$ cat config.mk
export PLATFORM = sky130hd
export DESIGN_NAME = anode_scanner
export DESIGN_NICKNAME = d
export VERILOG_FILES = /design/src/rtl/anode_scanner.sv
export SDC_FILE = /design/constraint.sdc
export NUM_CORES = 1
export LEC_CHECK = 0
export ABC_AREA = 1
export CAP_MARGIN = 5
export CORE_UTILIZATION = 58
export DETAILED_ROUTE_END_ITERATION = 10
export PLACE_DENSITY = 0.87
export SETUP_SLACK_MARGIN = 0.05
export SLEW_MARGIN = 15
export SYNTH_ARGS = -nofsm -noshare
export SYNTH_HDL_FRONTEND = slang
export SYNTH_SLANG_ARGS = --single-unit
$ cat constraint.sdc
create_clock -name clk -period 3.2 [get_ports clk]
set_input_delay 0.64 -clock clk [delete_from_list [all_inputs] [get_ports clk]]
set_output_delay 0.64 -clock clk [all_outputs]
set_load 0.02 [all_outputs]
$ cat src/rtl/anode_scanner.sv
// anode_scanner: time-multiplexed one-hot anode driver for common-anode
// seven-segment banks. An internal prescaler defines digit slots, masked
// digits are skipped, and every slot opens with a blanking interval.
module anode_scanner #(
    parameter int unsigned DIGITS   = 8,
    parameter int unsigned PRESCALE = 100000,
    parameter int unsigned BLANK    = 16,
    localparam int unsigned IDXW    = (DIGITS > 1) ? $clog2(DIGITS) : 1
) (
    input  logic              clk,
    input  logic              rst,
    input  logic              en,
    input  logic [DIGITS-1:0] digit_mask,
    output logic [DIGITS-1:0] anode,
    output logic [IDXW-1:0]   digit_sel,
    output logic              slot_start
);

    localparam int unsigned CW = (PRESCALE > 1) ? $clog2(PRESCALE) : 1;
    localparam logic [CW-1:0] CNT_LAST = CW'(PRESCALE - 1);
    localparam logic [CW-1:0] CNT_BLANK = CW'(BLANK);

    logic [CW-1:0]     cnt_q, cnt_d;
    logic [IDXW-1:0]   idx_q, idx_d;
    logic [DIGITS-1:0] anode_q, anode_d;
    logic              slot_start_q, slot_start_d;

    logic [IDXW-1:0]   idx_next;
    logic              found;
    int unsigned       cand;

    // Next enabled digit after idx_q, searching upward with wrap-around;
    // the final candidate is idx_q itself so a lone enabled digit is reselected.
    always_comb begin
        idx_next = idx_q;
        found    = 1'b0;
        cand     = 0;
        for (int unsigned k = 1; k <= DIGITS; k++) begin
            cand = (32'(idx_q) + k) % DIGITS;
            if (!found && digit_mask[cand]) begin
                idx_next = IDXW'(cand);
                found    = 1'b1;
            end
        end
    end

    // Slot counter, index advance at wrap, and registered output decode.
    // Anode is decoded from the next-state cnt/idx so the registered output
    // lines up with the slot position it belongs to.
    always_comb begin
        cnt_d        = cnt_q;
        idx_d        = idx_q;
        slot_start_d = 1'b0;
        if (en) begin
            if (cnt_q == CNT_LAST) begin
                cnt_d        = '0;
                idx_d        = idx_next;
                slot_start_d = 1'b1;
            end else begin
                cnt_d = cnt_q + 1'b1;
            end
        end
        anode_d = '1;
        if (en && (cnt_d >= CNT_BLANK) && digit_mask[idx_d]) begin
            anode_d = ~(DIGITS'(1) << idx_d);
        end
    end

    // State and output registers with asynchronous reset.
    always_ff @(posedge clk or posedge rst) begin
        if (rst) begin
            cnt_q        <= '0;
            idx_q        <= '0;
            anode_q      <= '1;
            slot_start_q <= 1'b0;
        end else begin
            cnt_q        <= cnt_d;
            idx_q        <= idx_d;
            anode_q      <= anode_d;
            slot_start_q <= slot_start_d;
        end
    end

    assign anode      = anode_q;
    assign digit_sel  = idx_q;
    assign slot_start = slot_start_q;

endmodule

==> qor.txt, run 1 <==
commonest non-fill, non-tap cell in the layout: nand2_1
mapped cell area: 2390 µm²
WL/cell: 13.6 µm
die area: 4370 µm²
vias in the first global route: 2228
Setup Crit Path Kind: reg -> reg
final net count: 382
GR Overflow Total: 0
clock slew at reported path FFs: 0.07 ns
crit-path max FO: 10
CTS buffer count: 5
worst hold path class: reg -> reg
total power: 1.28 mW
clk_skew: 0.00525 ns
DP HPWL: 4230 µm
clock root cell: clkbuf_8
# Post-CTS Setup Buffers: 0
CTS tree: yes
startpoint types: flop
largest net degree at the start of global routing: 26
Initial DRC Count: 201
CP Launch Point: digit_sel[0]$_DFF_PP0_
RSZ-0062 raised after global routing: no
# hold bufs at CTS: 0
drt first pass iters: 4
ys flop type: dfrtp_1
RePlAce Congestion: 0.914
Clock Latency Late Sink: 0.28 ns
setup_tns: 0 ns
Final setup viols: 0
Crit. End Element: flop
Synth Instances: 335
Max Root-Sink Buffers: 2
Die Y: 66.1 µm
min-delay src: cnt_q[2]$_DFF_PP0_
CP arrival: 3.02 ns
final WL: 5670 µm
PD cells: 456 nW/µm²
# DRC: 0
Ant. Diodes: 0
Seq cells post-synth: 29
Detail Route Antenna Nets: 0
share of cells above drive strength 1: 21.1%
first-pass GRT wire length: 10100 µm
Vias: 2294
Die X: 66.1 µm
row count: 22
CTS Sinks: 29
Post-synth EDFFs: 0
max_cap viols: 0
Synth cell types: 40
post-CTS resize count: 0
period utilisation layout: 88.3%
min cycle time layout: 2.83 ns
synthesized net count: 349
Slew @ Worst Pin: 0.907 ns
f_max: 354 MHz
H-tree depth: 2
total track usage: 30.4%
initial core utilization: 62.8%
Port Buffers: 22
Crit path required time: 3.39 ns
dpl cells: 409
Worst slew margin: 39.5%
status: completed
final slew viol count: 0
Worst VDD drop: 0.285 mV
Hold WS: 0.535 ns
P_leak: 1.39 nW
antenna violations before repair: 0
ys async rst share: 100%
final std cells w/o fill: 417
Core Area: 3800 µm²
YS warnings: 0
Mapped Avg Cell Area: 7.12 µm²
I/O Pins: 23
commonest cells after routing, fill and taps aside: nand2_1, inv_1, nand3_1, nor2_1, clkdlybuf4s50_1
reg2reg start: digit_sel[0]$_DFF_PP0_
via/cell ratio: 5.50
P&R area growth vs syn: 17.6%
final hold vios: 0
sequential area share after synthesis: 30.8%
worst max-delay path: stages (launching register included):
cell     delay (ns)
dfrtp_1        0.45
inv_8          0.09
ha_1           0.36
inv_1          0.17
nand3_1        0.15
nand2_1        0.12
nand2_1        0.07
nand2_2        0.10
nand3_4        0.10
nor2_8         0.17
nand4_4        0.13
o21ai_1        0.10
inv_1          0.04
nand2_1        0.10
nand2_1        0.08
o21ai_2        0.12
nand2_1        0.13
nor2_1         0.13
nand4_1        0.11
synth_stat cells (4+ instances only):
| cell | count | share of area [%] |
|---|---|---|
| dfrtp_1 | 21 | 22 |
| dfstp_2 | 8 | 8.8 |
| inv_1 | 44 | 6.9 |
| inv_2 | 9 | 1.4 |
| nand2_1 | 75 | 12 |
| nand2_2 | 16 | 4.2 |
| nand2_4 | 6 | 2.8 |
| nand3_1 | 38 | 8.0 |
| nand3_2 | 5 | 2.1 |
| nand4_1 | 14 | 3.7 |
| nor2_1 | 36 | 5.7 |
| nor2_2 | 4 | 1.0 |
| nor3_1 | 6 | 1.3 |
| o21ai_0 | 10 | 2.1 |
| xor2_1 | 4 | 1.5 |
area by class of cell:
class | instances | area, µm²
clock buffer | 6 | 82.6
clock inverter | 2 | 37.5
fill | 301 | 993
inverter | 55 | 216
multi-input combinational | 247 | 1390
sequential | 29 | 736
tap | 48 | 60.1
timing repair buffer | 30 | 280
power by group:
part,total (mW),switching (mW),internal [mW]
Combinational,0.342,0.217,0.125
Clock,0.396,0.143,0.253
Sequential,0.541,0.0921,0.449
Total,1.28,0.452,0.827
cell families after synthesis:
logic type	share of synthesized area [%]
AOI/OAI and AO/OA	7.13
xor gates and xnor gates	2.88
adders and majority gates	1.57
buffers and inverters	10.8
DFF	30.8
and+or+nand+nor	46.8
worst paths after layout:
path	end	slack (ns)	depth (start not counted)
worst max-delay path	anode[7]$_DFF_PP1_	0.37	18
worst min-delay path	cnt_q[2]$_DFF_PP0_	0.53	1
worst max register to register	anode[7]$_DFF_PP1_	0.37	18
worst min register to register	cnt_q[2]$_DFF_PP0_	0.53	1
max in group asynchronous	anode[7]$_DFF_PP1_	1.67	3
min in group asynchronous	cnt_q[14]$_DFF_PP0_	0.86	2
per-stage QoR:
stage,util [%],setup slack [ns],cell area (µm²)
2_1_floorplan,-,0.505,2390
5_1_grt,73.8,0.0827,2810
3_3_place_gp,70.7,0.282,2690
4_1_cts,73.8,0.378,2810
3_5_place_dp,70.7,0.187,2690
6_report,73.8,0.375,2810
registers in the layout (all words and copies together), names as in the netlist:
name,flops
slot_start,1
cnt_q,17
digit_sel,3
anode,8
metal layers:
metal	global-route usage (%)	vias up	part of all wire, %
li1	-	1149	-
met1	43.0	1057	47
met2	48.3	80	46
met3	5.34	8	6.2
met4	6.65	0	0.93
met5	0	-	0
No activity file was read; power rests on OpenSTA's default activity.
==> run 2, diff against run 1 <==
--- a/config.mk
+++ b/config.mk
@@ -7,9 +7,10 @@
 export LEC_CHECK = 0
 export ABC_AREA = 1
 export CAP_MARGIN = 5
-export CORE_UTILIZATION = 58
+export CORE_UTILIZATION = 52
 export DETAILED_ROUTE_END_ITERATION = 10
-export PLACE_DENSITY = 0.87
+export GPL_TIMING_DRIVEN = 0
+export PLACE_DENSITY = 0.82
 export SETUP_SLACK_MARGIN = 0.05
 export SLEW_MARGIN = 15
 export SYNTH_ARGS = -nofsm -noshare
==> constraint.sdc (replaced) <==
create_clock -name clk -period 2.5 [get_ports clk]
set_input_delay 0.5 -clock clk [delete_from_list [all_inputs] [get_ports clk]]
set_output_delay 0.5 -clock clk [all_outputs]
set_load 0.02 [all_outputs]
==> run 2 against run 1 <==
Net effect:
- the run now ends with negative setup slack left
- worst setup slack worse by 0.67 ns
- final area up 11%
- final cell count up 4.3%
- first-iteration DRC count down 18%
- highest routed layer unchanged
==> qor.txt, run 2 (synthesized netlist as in run 1, its figures left out) <==
status: complete, but fails checks
violated checks: negative setup slack
via/cell ratio: 5.72 (+4.1%)
Hold WS: 0.523 ns (-0.0118 ns)
PD cells: 550 nW/µm² (+21%)
Slowest Stage Delay on Critical Path: 0.43 ns (-0.02 ns)
setup_tns: -2.31 ns (-2.31 ns)
period utilisation layout: 112% (+24 points)
# hold bufs at CTS: 0 (unchanged)
crit-path cells: buf_4 > ha_1 > inv_1 > nand2_1 > nand2_1 > nand3_4 > nand2_4 > inv_4 > nand3_4 > nor2_8 > buf_4 > o21ba_1 > inv_1 > nand3_1 > nand2_1 > nand2_2 > a21oi_4 > nand2_4 > nand4_1
f_max: 357 MHz (+0.90%)
Setup Crit Path Kind: reg -> reg
final WL: 6510 µm (+15%)
crit-path max FO: 8 (-2)
commonest non-fill, non-tap cell in the layout: nand2_1
Slew @ Worst Pin: 0.596 ns (-0.311 ns)
# fillers: 324 (+7.6%)
WL/cell: 15.0 µm (+9.9%)
CP max stage cell: dfrtp_2
Detail Route Antenna Nets: 0 (unchanged)
Ant. Diodes: 0 (unchanged)
Max Root-Sink Buffers: 2 (unchanged)
RSZ-0062 raised after global routing: yes
Final setup viols: 9 (+9)
RePlAce Congestion: 0.903 (-1.2%)
CTS tree: yes
Crit. End Element: flop
startpoint types: flop
final hold vios: 0 (unchanged)
commonest cells after routing, fill and taps aside: nand2_1, inv_1, nor2_1, nand3_1, nand2_2
H-tree depth: 2 (unchanged)
Final WS setup: -0.300 ns (-0.675 ns)
total track usage: 26.3% (-4.1 points)
CP top delay family: simple AND/OR/NAND/NOR gates
drt first pass iters: 5 (+1)
Top reg by flops: cnt_q
Die Y: 69.7 µm (+5.4%)
P_leak: 1.51 nW (+8.2%)
first-pass GRT wire length: 10200 µm (+0.95%)
clk_skew: 0.00707 ns (+0.00182 ns)
# DRC: 0 (unchanged)
largest net degree at the start of global routing: 30 (+15%)
die area: 4860 µm² (+11%)
min cycle time layout: 2.80 ns (-0.0252 ns)
row count: 24 (+9.1%)
Clock Latency Late Sink: 0.29 ns (about the same)
final net count: 396 (+3.7%)
Vias: 2490 (+8.5%)
max reg flops: 17 (unchanged)
CP arrival: 3.03 ns (about the same)
CTS Sinks: 29 (unchanged)
initial core utilization: 54.4% (-8.4 points)
I/O Pins: 23 (unchanged)
clock slew at reported path FFs: 0.07 ns (about the same)
P&R area growth vs syn: 30.6%
Reg area: 738 µm² (+0.34%)
Port Buffers: 21 (-4.5%)
share of cells above drive strength 1: 31.6% (+10 points)
Worst slew margin: 60.2% (+21 points)
antenna violations before repair: 0 (unchanged)
Die X: 69.7 µm (+5.4%)
Worst VDD drop: 0.450 mV (+58%)
GR Overflow Total: 0 (unchanged)
final slew viol count: 0 (unchanged)
vias in the first global route: 2269 (+1.8%)
DP HPWL: 4070 µm (-3.7%)
Worst Path Buf+Inv: 5 (+2)
Core Area: 4380 µm² (+15%)
Initial DRC Count: 164 (-18%)
CP most frequent cell: nand2_1
max_cap viols: 0 (unchanged)
CTS buffer count: 5 (unchanged)
Crit path required time: 2.73 ns (-0.66 ns)
multi-input logic area: 1550 µm² (+11%)
clock root cell: clkbuf_8
worst hold path class: reg -> reg
[run 2: cell types whose count changed in the layout (fill, tap and decap cells not counted), sizes merged]
cell,change
buf,+14
bufinv,+1
clkbuf,-1
a21oi,+1
clkinv,+1
clkdlybuf4s50,-1
clkinvlp,-1
[run 2: power by group]
part / internal, mW / leakage [nW] / switching (mW)
logic: 0.165 / 1.13 / 0.279
clock network: 0.396 / 0.0681 / 0.186
registers: 0.574 / 0.308 / 0.115
total: 1.13 / 1.51 / 0.579
[run 2: final timing paths]
kind / endpoint / depth (start not counted) / slack, ns / start
hold reg to reg: cnt_q[16]$_DFF_PP0_ / 1 / 0.52 / cnt_q[16]$_DFF_PP0_
setup reg to reg: anode[7]$_DFF_PP1_ / 19 / -0.30 / digit_sel[0]$_DFF_PP0_
setup / recovery: anode[7]$_DFF_PP1_ / 19 / -0.30 / digit_sel[0]$_DFF_PP0_
min in group asynchronous: cnt_q[6]$_DFF_PP0_ / 2 / 0.60 / rst
max in group asynchronous: digit_sel[1]$_DFF_PP0_ / 2 / 1.48 / rst
hold / removal: cnt_q[16]$_DFF_PP0_ / 1 / 0.52 / cnt_q[16]$_DFF_PP0_
[run 2: routing by layer]
| layer | vias up | part of all wire, % | global-route usage, % |
|---|---|---|---|
| li1 | 1183 | - | - |
| met1 | 1134 | 43 | 34.6 |
| met2 | 132 | 46 | 42.9 |
| met4 | 0 | 4.7 | 9.56 |
| met5 | - | 0 | 0 |
| met3 | 41 | 6.6 | 5.38 |
[run 2: timing repair]
action	CTS	global route
buffers inserted	14	4
resized for setup	15	19
hold endpoints to repair	0	0
cloned	1	0
pin swaps	8	5
setup endpoints to repair	8	9
[run 2: cell type report]
cell class                      count  share of cell area [%]
Inverter                           55                    7.67
Clock inverter                      3                    2.09
Sequential cell                    29                    23.7
Multi-Input combinational cell    248                    49.6
Clock buffer                        5                    2.21
Buffer                              4                    1.57
Timing Repair Buffer               39                    11.1
Tap cell                           52                    2.09
[run 2: metrics by stage]
step                      setup WS (ns)  power [mW]  utilization (%)  cells  instance area [µm²]
final                            -0.300        1.71             71.1    435                 3120
after floorplan                  0.0318        1.00                -    335                 2430
after global placement           -0.317        1.09             61.8    408                 2710
after global routing             -0.403        1.81             71.1    435                 3120
after CTS                       -0.0648        1.70             68.6    431                 3010
after detailed placement         -0.371        1.11             61.8    408                 2710
